### src/rtl/otter_cu_fsm.sv
`default_nettype none
// ============================================================================
// Module : otter_cu_fsm
// Multicycle fetch/execute/writeback sequencer for the OTTER RV32I core;
// issues PC, register-file, memory and CSR strobes and counts retirements.
// Rev    : 1.0
// ============================================================================
module otter_cu_fsm #(
    parameter int MEM_LAT = 1,
    parameter int CNT_W   = 32
) (
    input  logic             CLK,
    input  logic             RST,
    input  logic [6:0]       ir6_0,
    input  logic [2:0]       ir14_12,
    input  logic             intr,
    input  logic             csr_mie,
    output logic             pcWrite,
    output logic             regWrite,
    output logic             memWE2,
    output logic             memRDEN1,
    output logic             memRDEN2,
    output logic             rst,
    output logic             csr_WE,
    output logic             int_taken,
    output logic             mret_exec,
    output logic [CNT_W-1:0] instret
);

    typedef enum logic [2:0] {
        ST_INIT  = 3'd0,
        ST_FETCH = 3'd1,
        ST_EXEC  = 3'd2,
        ST_WB    = 3'd3,
        ST_INTR  = 3'd4
    } state_t;

    localparam logic [6:0] c_op_load   = 7'b0000011;
    localparam logic [6:0] c_op_store  = 7'b0100011;
    localparam logic [6:0] c_op_branch = 7'b1100011;
    localparam logic [6:0] c_op_rtype  = 7'b0110011;
    localparam logic [6:0] c_op_itype  = 7'b0010011;
    localparam logic [6:0] c_op_lui    = 7'b0110111;
    localparam logic [6:0] c_op_auipc  = 7'b0010111;
    localparam logic [6:0] c_op_jal    = 7'b1101111;
    localparam logic [6:0] c_op_jalr   = 7'b1100111;
    localparam logic [6:0] c_op_system = 7'b1110011;
    localparam logic [2:0] c_f3_mret   = 3'b000;
    localparam logic [2:0] c_f3_csrrw  = 3'b001;
    localparam logic [3:0] c_wait_load = 4'(MEM_LAT - 1);

    state_t           r_state;
    logic [3:0]       r_wait_cnt;
    logic [CNT_W-1:0] r_instret;
    logic             w_complete;
    logic             w_irq;

    assign w_irq   = intr & csr_mie;
    assign instret = r_instret;

    always_comb begin
        pcWrite    = 1'b0;
        regWrite   = 1'b0;
        memWE2     = 1'b0;
        memRDEN1   = 1'b0;
        memRDEN2   = 1'b0;
        rst        = 1'b0;
        csr_WE     = 1'b0;
        int_taken  = 1'b0;
        mret_exec  = 1'b0;
        w_complete = 1'b0;
        case (r_state)
            ST_INIT:  rst      = 1'b1;
            ST_FETCH: memRDEN1 = 1'b1;
            ST_EXEC: begin
                // Every non-load retires here; unknown encodings behave as a NOP.
                pcWrite    = 1'b1;
                w_complete = 1'b1;
                case (ir6_0)
                    c_op_load: begin
                        memRDEN2   = 1'b1;
                        pcWrite    = 1'b0;
                        w_complete = 1'b0;
                    end
                    c_op_store:  memWE2 = 1'b1;
                    c_op_branch: begin end
                    c_op_rtype, c_op_itype, c_op_lui,
                    c_op_auipc, c_op_jal, c_op_jalr: regWrite = 1'b1;
                    c_op_system: begin
                        if (ir14_12 == c_f3_csrrw) begin
                            csr_WE   = 1'b1;
                            regWrite = 1'b1;
                        end else if (ir14_12 == c_f3_mret) begin
                            mret_exec = 1'b1;
                        end
                    end
                    default: begin end
                endcase
            end
            ST_WB: begin
                if (r_wait_cnt != 4'd0) begin
                    memRDEN2 = 1'b1;
                end else begin
                    regWrite   = 1'b1;
                    pcWrite    = 1'b1;
                    w_complete = 1'b1;
                end
            end
            ST_INTR: begin
                int_taken = 1'b1;
                pcWrite   = 1'b1;
            end
            default: begin end
        endcase
    end

    always_ff @(posedge CLK or posedge RST) begin
        if (RST) begin
            r_state    <= ST_INIT;
            r_wait_cnt <= 4'd0;
            r_instret  <= '0;
        end else begin
            if (w_complete) begin
                r_instret <= r_instret + CNT_W'(1);
            end
            case (r_state)
                ST_INIT:  r_state <= ST_FETCH;
                ST_FETCH: r_state <= ST_EXEC;
                ST_EXEC: begin
                    if (ir6_0 == c_op_load) begin
                        r_wait_cnt <= c_wait_load;
                        r_state    <= ST_WB;
                    end else begin
                        r_state <= w_irq ? ST_INTR : ST_FETCH;
                    end
                end
                ST_WB: begin
                    // Interrupts are only sampled on the final writeback cycle.
                    if (r_wait_cnt != 4'd0) begin
                        r_wait_cnt <= r_wait_cnt - 4'd1;
                    end else begin
                        r_state <= w_irq ? ST_INTR : ST_FETCH;
                    end
                end
                ST_INTR:  r_state <= ST_FETCH;
                default:  r_state <= ST_INIT;
            endcase
        end
    end

endmodule
`default_nettype wire

### config.mk
export PLATFORM = sky130hd
export DESIGN_NAME = otter_cu_fsm
export DESIGN_NICKNAME = d
export VERILOG_FILES = /design/src/rtl/otter_cu_fsm.sv
export SDC_FILE = /design/constraint.sdc
export NUM_CORES = 1
export LEC_CHECK = 0
export CAP_MARGIN = 20
export CORE_ASPECT_RATIO = 1.2
export CORE_MARGIN = 10
export CORE_UTILIZATION = 25
export CTS_BUF_LIST = sky130_fd_sc_hd__clkbuf_16
export DETAILED_ROUTE_END_ITERATION = 10
export MAX_ROUTING_LAYER = met4
export PLACE_DENSITY = 0.44
export SYNTH_ARGS = -nofsm -noshare
export SYNTH_HDL_FRONTEND = slang
export SYNTH_SLANG_ARGS = --single-unit
### constraint.sdc
create_clock -name CLK -period 2.6 [get_ports CLK]
set_clock_uncertainty 0.1 [all_clocks]
set_input_delay 0.52 -clock CLK [delete_from_list [all_inputs] [get_ports CLK]]
set_output_delay 0.52 -clock CLK [all_outputs]
set_load 0.1 [all_outputs]
# --- Yosys cells after proc, flatten, opt, wreduce, memory -nomap -nowiden ---
# Index checks and enable logic that the tools add are counted.
totals:
  ff_bits: 39
  in_bits: 14
  elab_cells: 58
op_classes:
  n_addsub: 2
  n_eq_ne: 17
  n_mux: 28
  bitwise: 1
  n_reduce_logical: 7
ops:
  columns: ["cell", "count"]
  rows:
  - ["$add 32x1->32 const B", 1]
  - ["$eq 7x6->1 const B", 3]
  - ["$eq 7x7->1 const B", 3]
  - ["$mux 1", 16]
  - ["$eq 7x5->1 const B", 2]
  - ["$pmux 3 s4", 1]
  - ["$mux 3", 3]
  - ["$mux 4", 2]
  - ["$pmux 1 s2", 4]
  - ["$pmux 4 s2", 1]
  - ["$eq 7x2->1 const B", 1]
  - ["$eq 3x1->1 const B", 2]
  - ["$eq 3x2->1 const B", 2]
  - ["$logic_not 3->1", 2]
  - ["$ne 2x2->1 const B", 3]
  - ["$reduce_or 6->1", 1]
  - ["$reduce_bool 4->1", 1]
  - ["$sub 4x1->4 const B", 1]
  - ["$eq 3x3->1 const B", 1]
  - ["$pmux 1 s3", 1]
  - ["$reduce_and 3->1", 1]
  - ["$reduce_bool 2->1", 1]
  - ["$reduce_or 2->1", 1]
  - ["$and 1x1->1", 1]

# --- Depth between registers and ports, before layout ---
depth:
  depth_word: 5
  depth_mapped: 8

# --- Worst setup path after synthesis ---
# OpenSTA, ideal clock, no wires.
synth_path:
  kind: "register to output"
  startpoint: "register r_state[0]"
  endpoint: "output port pcWrite"
  t_arrival_ns: 3.711
  required_time_ns: 1.980
  setup_slack_ns: -1.731
  path_stages_with_launch: 4
  cell_sequence: "dfrtp_1 clkbuf_1 nor3b_1 or3_1"
synth_between:
  elab_chain_cells: 2
synth_lines:
  columns: ["element", "line_no", "source"]
  rows:
  - ["from (decl)", "52", "state_t r_state;"]
  - ["from (signal assigned)", "134", "r_state <= w_irq ? ST_INTR : ST_FETCH;"]
  - ["from (signal assigned)", "142", "r_state <= w_irq ? ST_INTR : ST_FETCH;"]
  - ["$eq 3x3->1 or $eq 3x2->1 (tied branches)", "72", "case (r_state)"]
  - ["$pmux 1 s3 *", "72", null]
  - ["to (decl)", "18", "output logic pcWrite,"]
# Mark *: on every way between the ends. The rest lies on a longest branch, timed or not.

# --- Worst setup path in the final report ---
layout_path:
  startpoint: "register r_wait_cnt[0]"
  endpoint: "output port pcWrite"
layout_between:
  elab_chain_cells: 3
layout_lines:
  columns: ["element", "line_no", "source"]
  rows:
  - ["from (decl)", "53", "logic [3:0] r_wait_cnt;"]
  - ["from (signal assigned)", "131", "r_wait_cnt <= c_wait_load;"]
  - ["from (signal assigned)", "140", "r_wait_cnt <= r_wait_cnt - 4'd1;"]
  - ["$reduce_bool 4->1", "101", "if (r_wait_cnt != 4'd0) begin"]
  - ["$mux 1", "101", null]
  - ["$pmux 1 s3", "72", null]
# Every way passes these cells.

==> summary.md <==
| Metric | Value |
|---|---|
| WS Path Type | `flip-flop to output pin` |
| Antenna violations before repair | `0` |
| Reg clk slew, reported paths | `approximately 0.050 ns` |
| Critical path launch point type | `flip-flop` |
| Clk_lat worst skew | `0.27 ns` |
| Total routed wirelength | `5553 um` |
| Vias in the first global route | `1837` |
| ANT cells | `0` |
| Final Hold Fails | `0` |
| Final Net Count | `just under 300` |
| Int Pwr | `1.554 mW` |
| Critical path peak fanout | `5` |
| Crit path max-delay cell type | `or3_4` |
| Largest net degree at the start of global routing | `40` |
| Residual DRC count | `0` |
| Hpwl dp | `4323 um` |
| DR vias | `1731` |
| Fin crit period | `roughly 2.5 ns` |
| PD cells | `953.9 nW/um2` |
| Post-synthesis cell count | `just under 200` |
| Critical Path Max Stage Delay | `0.40 ns` |
| Final period utilization | `between 90 and 100%` |
| Mapped Area | `~2000 um2` |
| Row cnt | `35` |
| Count leader, synth | `dfrtp_1` |
| Sequential area share after synthesis | `48.30%` |
| Iter 0 DRT Violations | `47` |
| Gp weighted congestion | `0.7431` |
| Chip Height | `118.5 um` |
| CP cell instances | `inv_1, ha_1, nor3b_2, and3_2, or3_4, buf_12` |
| Synth top cells by count | `dfrtp_1 (39), xor2_1 (22), nand2_1 (19)` |
| Post-DR wirelength/cell | `14.89 um` |
| Syn. warnings | `0` |
| Setup TNS | `0 ns` |
| Grt ovf | `0` |
| Layout cell share with drive strength beyond 1 | `36.30%` |
| Final setup violation count | `0` |
| Fraction of registers with async set or reset after synthesis | `100.0%` |
| Min-Delay Path Class | `flip-flop to flip-flop` |
| Num CTS Buffers | `5` |
| First-pass GRT wire length | `~9400 um` |
| Fmax | `0.3966 GHz` |
| Status | `completed` |
| Detailed Routing Iterations Pass 1 | `4` |
| Area grow syn2layout | `49.85%` |
| Placed cell count | `around 360` |
| Root buffer cell | `clkbuf_16` |
| Max IR drop VDD | `between 0.0007 and 0.0008 V` |
| GRT Util Overall | `9.883%` |
| Final ANT Viol Nets | `0` |
| Clock tree buffer depth | `2` |
| Main synth FF type | `dfrtp_1` |
| Relative slew slack | `66.12%` |
| PortBufs | `54` |
| Mean post-synth cell area | `10.15 um2` |
| Depth of the CTS H-tree | `2` |
| CTS tree | `yes` |
| Crit path capture type | `output pin` |
| Comb power frac | `a little over half` |
| Max_cap viols | `0` |
| Fin. max-slew vios | `0` |
| EDFF count, synth | `0` |
| Top-area cell type share of the netlist area | `~48%` |
| Sequential power share | `approximately 28%` |
| Distinct cell type count after synthesis | `33` |
| Post-synthesis register bit count | `39` |
| DR vias/cell | `4.641` |
| Critical Path RT | `about 2 ns` |
| Initial Utilization | `25.92%` |
| Worst-Margin Slew | `around 0.5 ns` |
| WP buf/inv | `2` |
| CP delay by family, top | `simple AND/OR/NAND/NOR gates` |
| Die area | `between 10000 and 15000 um2` |
| Clock network power share | `19.6%` |
| Post-route insts no fill | `373` |
| Mapped Nets | `between 200 and 250` |
| CORE AREA | `7795 um2` |
| Synth top area cells | `dfrtp_1 (48%), xor2_1 (9.5%), xnor2_1 (4.3%)` |
| Clock sinks | `39` |
| Psw | `1.334 mW` |
| Leakage | `approximately 1.3 nW` |
| Switching share of power | `46.20%` |
| Final Power | `2.888 mW` |
| Synth area leader | `dfrtp_1` |
| # IOs | `55` |
| Die X | `roughly 100 um` |
| Arrival @ worst endpoint | `1.90 ns` |
==> area by class of cell <==
cell class / instances / area (um2)
fill: 808 / 4767
multi-input combinational: 149 / 1071
sequential: 39 / 983.4
timing repair buffer: 80 / 703.2
clock buffer: 5 / 125.1
tap: 92 / 115.1
inverter: 5 / 18.77
clock inverter: 3 / 11.26
==> metrics by stage <==
stage / hold WS [ns] / area [um2] / setup slack (ns) / util [%]
floorplan: 0.4340 / 2067 / -0.6662 / -
global placement: 0.3727 / 2829 / -0.1161 / 36.29
detailed placement: 0.3754 / 2829 / -0.1748 / 36.29
CTS: 0.3822 / 3003 / 0.02792 / 38.52
global route: 0.3996 / 3028 / -0.01398 / 38.84
finish: 0.3794 / 3028 / 0.07853 / 38.84
==> final timing paths <==
check / slack (ns) / end / startpoint / cells after the start
worst max-delay path: 0.08 / pcWrite / r_wait_cnt[0] / 6
worst min-delay path: 0.38 / instret[7] / instret[7] / 1
worst max register to register: 0.26 / instret[31] / r_state[0] / 8
worst min register to register: 0.38 / instret[7] / instret[7] / 1
max in group asynchronous: 1.44 / instret[4] / RST / 3
min in group asynchronous: 0.58 / instret[25] / RST / 3
==> power groups by stage <==
stage | Combinational, mW | Clock, mW | Sequential [mW]
floorplan | 0.725 | 0 | 1.12
global placement | 1.50 | 0 | 0.815
detailed placement | 1.50 | 0 | 0.816
CTS | 1.52 | 0.592 | 0.810
global route | 1.62 | 0.625 | 0.824
finish | 1.52 | 0.567 | 0.805
==> flip-flops by register name, indices dropped and copies added, names as in the netlist <==
| name | flops |
|---|---|
| instret | 32 |
| r_wait_cnt | 4 |
| r_state | 3 |
==> placed cells by master, fill, tap and decap left out, drive strengths merged, types with 3 or more instances in the layout <==
cell           instances
nor3                  15
nand2                 19
clkbuf                 5
inv                    6
and3                   6
ha                     3
dfrtp                 39
buf                   67
nor2                  14
xor2                  22
nand3                  8
nand4                 13
clkdlybuf4s50          6
dlygate4sd2            7
nand4b                 3
xnor2                 11
or3                    3
nor4                   6
a21oi                  3
o21ai                  3
nor3b                  4
and2                   3
==> timing repair <==
action,in CTS,in global routing
buffers inserted,2,2
endpoints found under the setup margin,6,4
hold buffers,0,0
gates resized for setup,14,3
pin swaps,5,0
==> worst reg2reg max path: stages, from the launching register on <==
cell     delay, ns
dfrtp_1       0.38
or3b_4        0.43
buf_4         0.15
a41oi_2       0.21
buf_4         0.16
o21ai_1       0.06
buf_4         0.19
nor4_1        0.42
xor2_1        0.17
==> cells by family after synthesis <==
group	after synthesis	synth area share (%)
AO/OA/AOI/OAI	8	2.601
XOR/XNOR	33	14.67
adder cells (fa/ha/maj)	3	1.858
buffers and inverters	11	2.476
flip-flops	39	48.30
AND/OR/NAND/NOR	105	30.09
==> per-layer routing <==
layer / up-vias / GRT usage, % / routed length (um)
li1: 864 / - / -
met1: 824 / 11.53 / 2463
met2: 41 / 16.17 / 2823
met3: 2 / 2.040 / 211
met4: 0 / 3.710 / 54
met5: - / - / 0
Note: power is estimated with default switching activity, not from simulation.
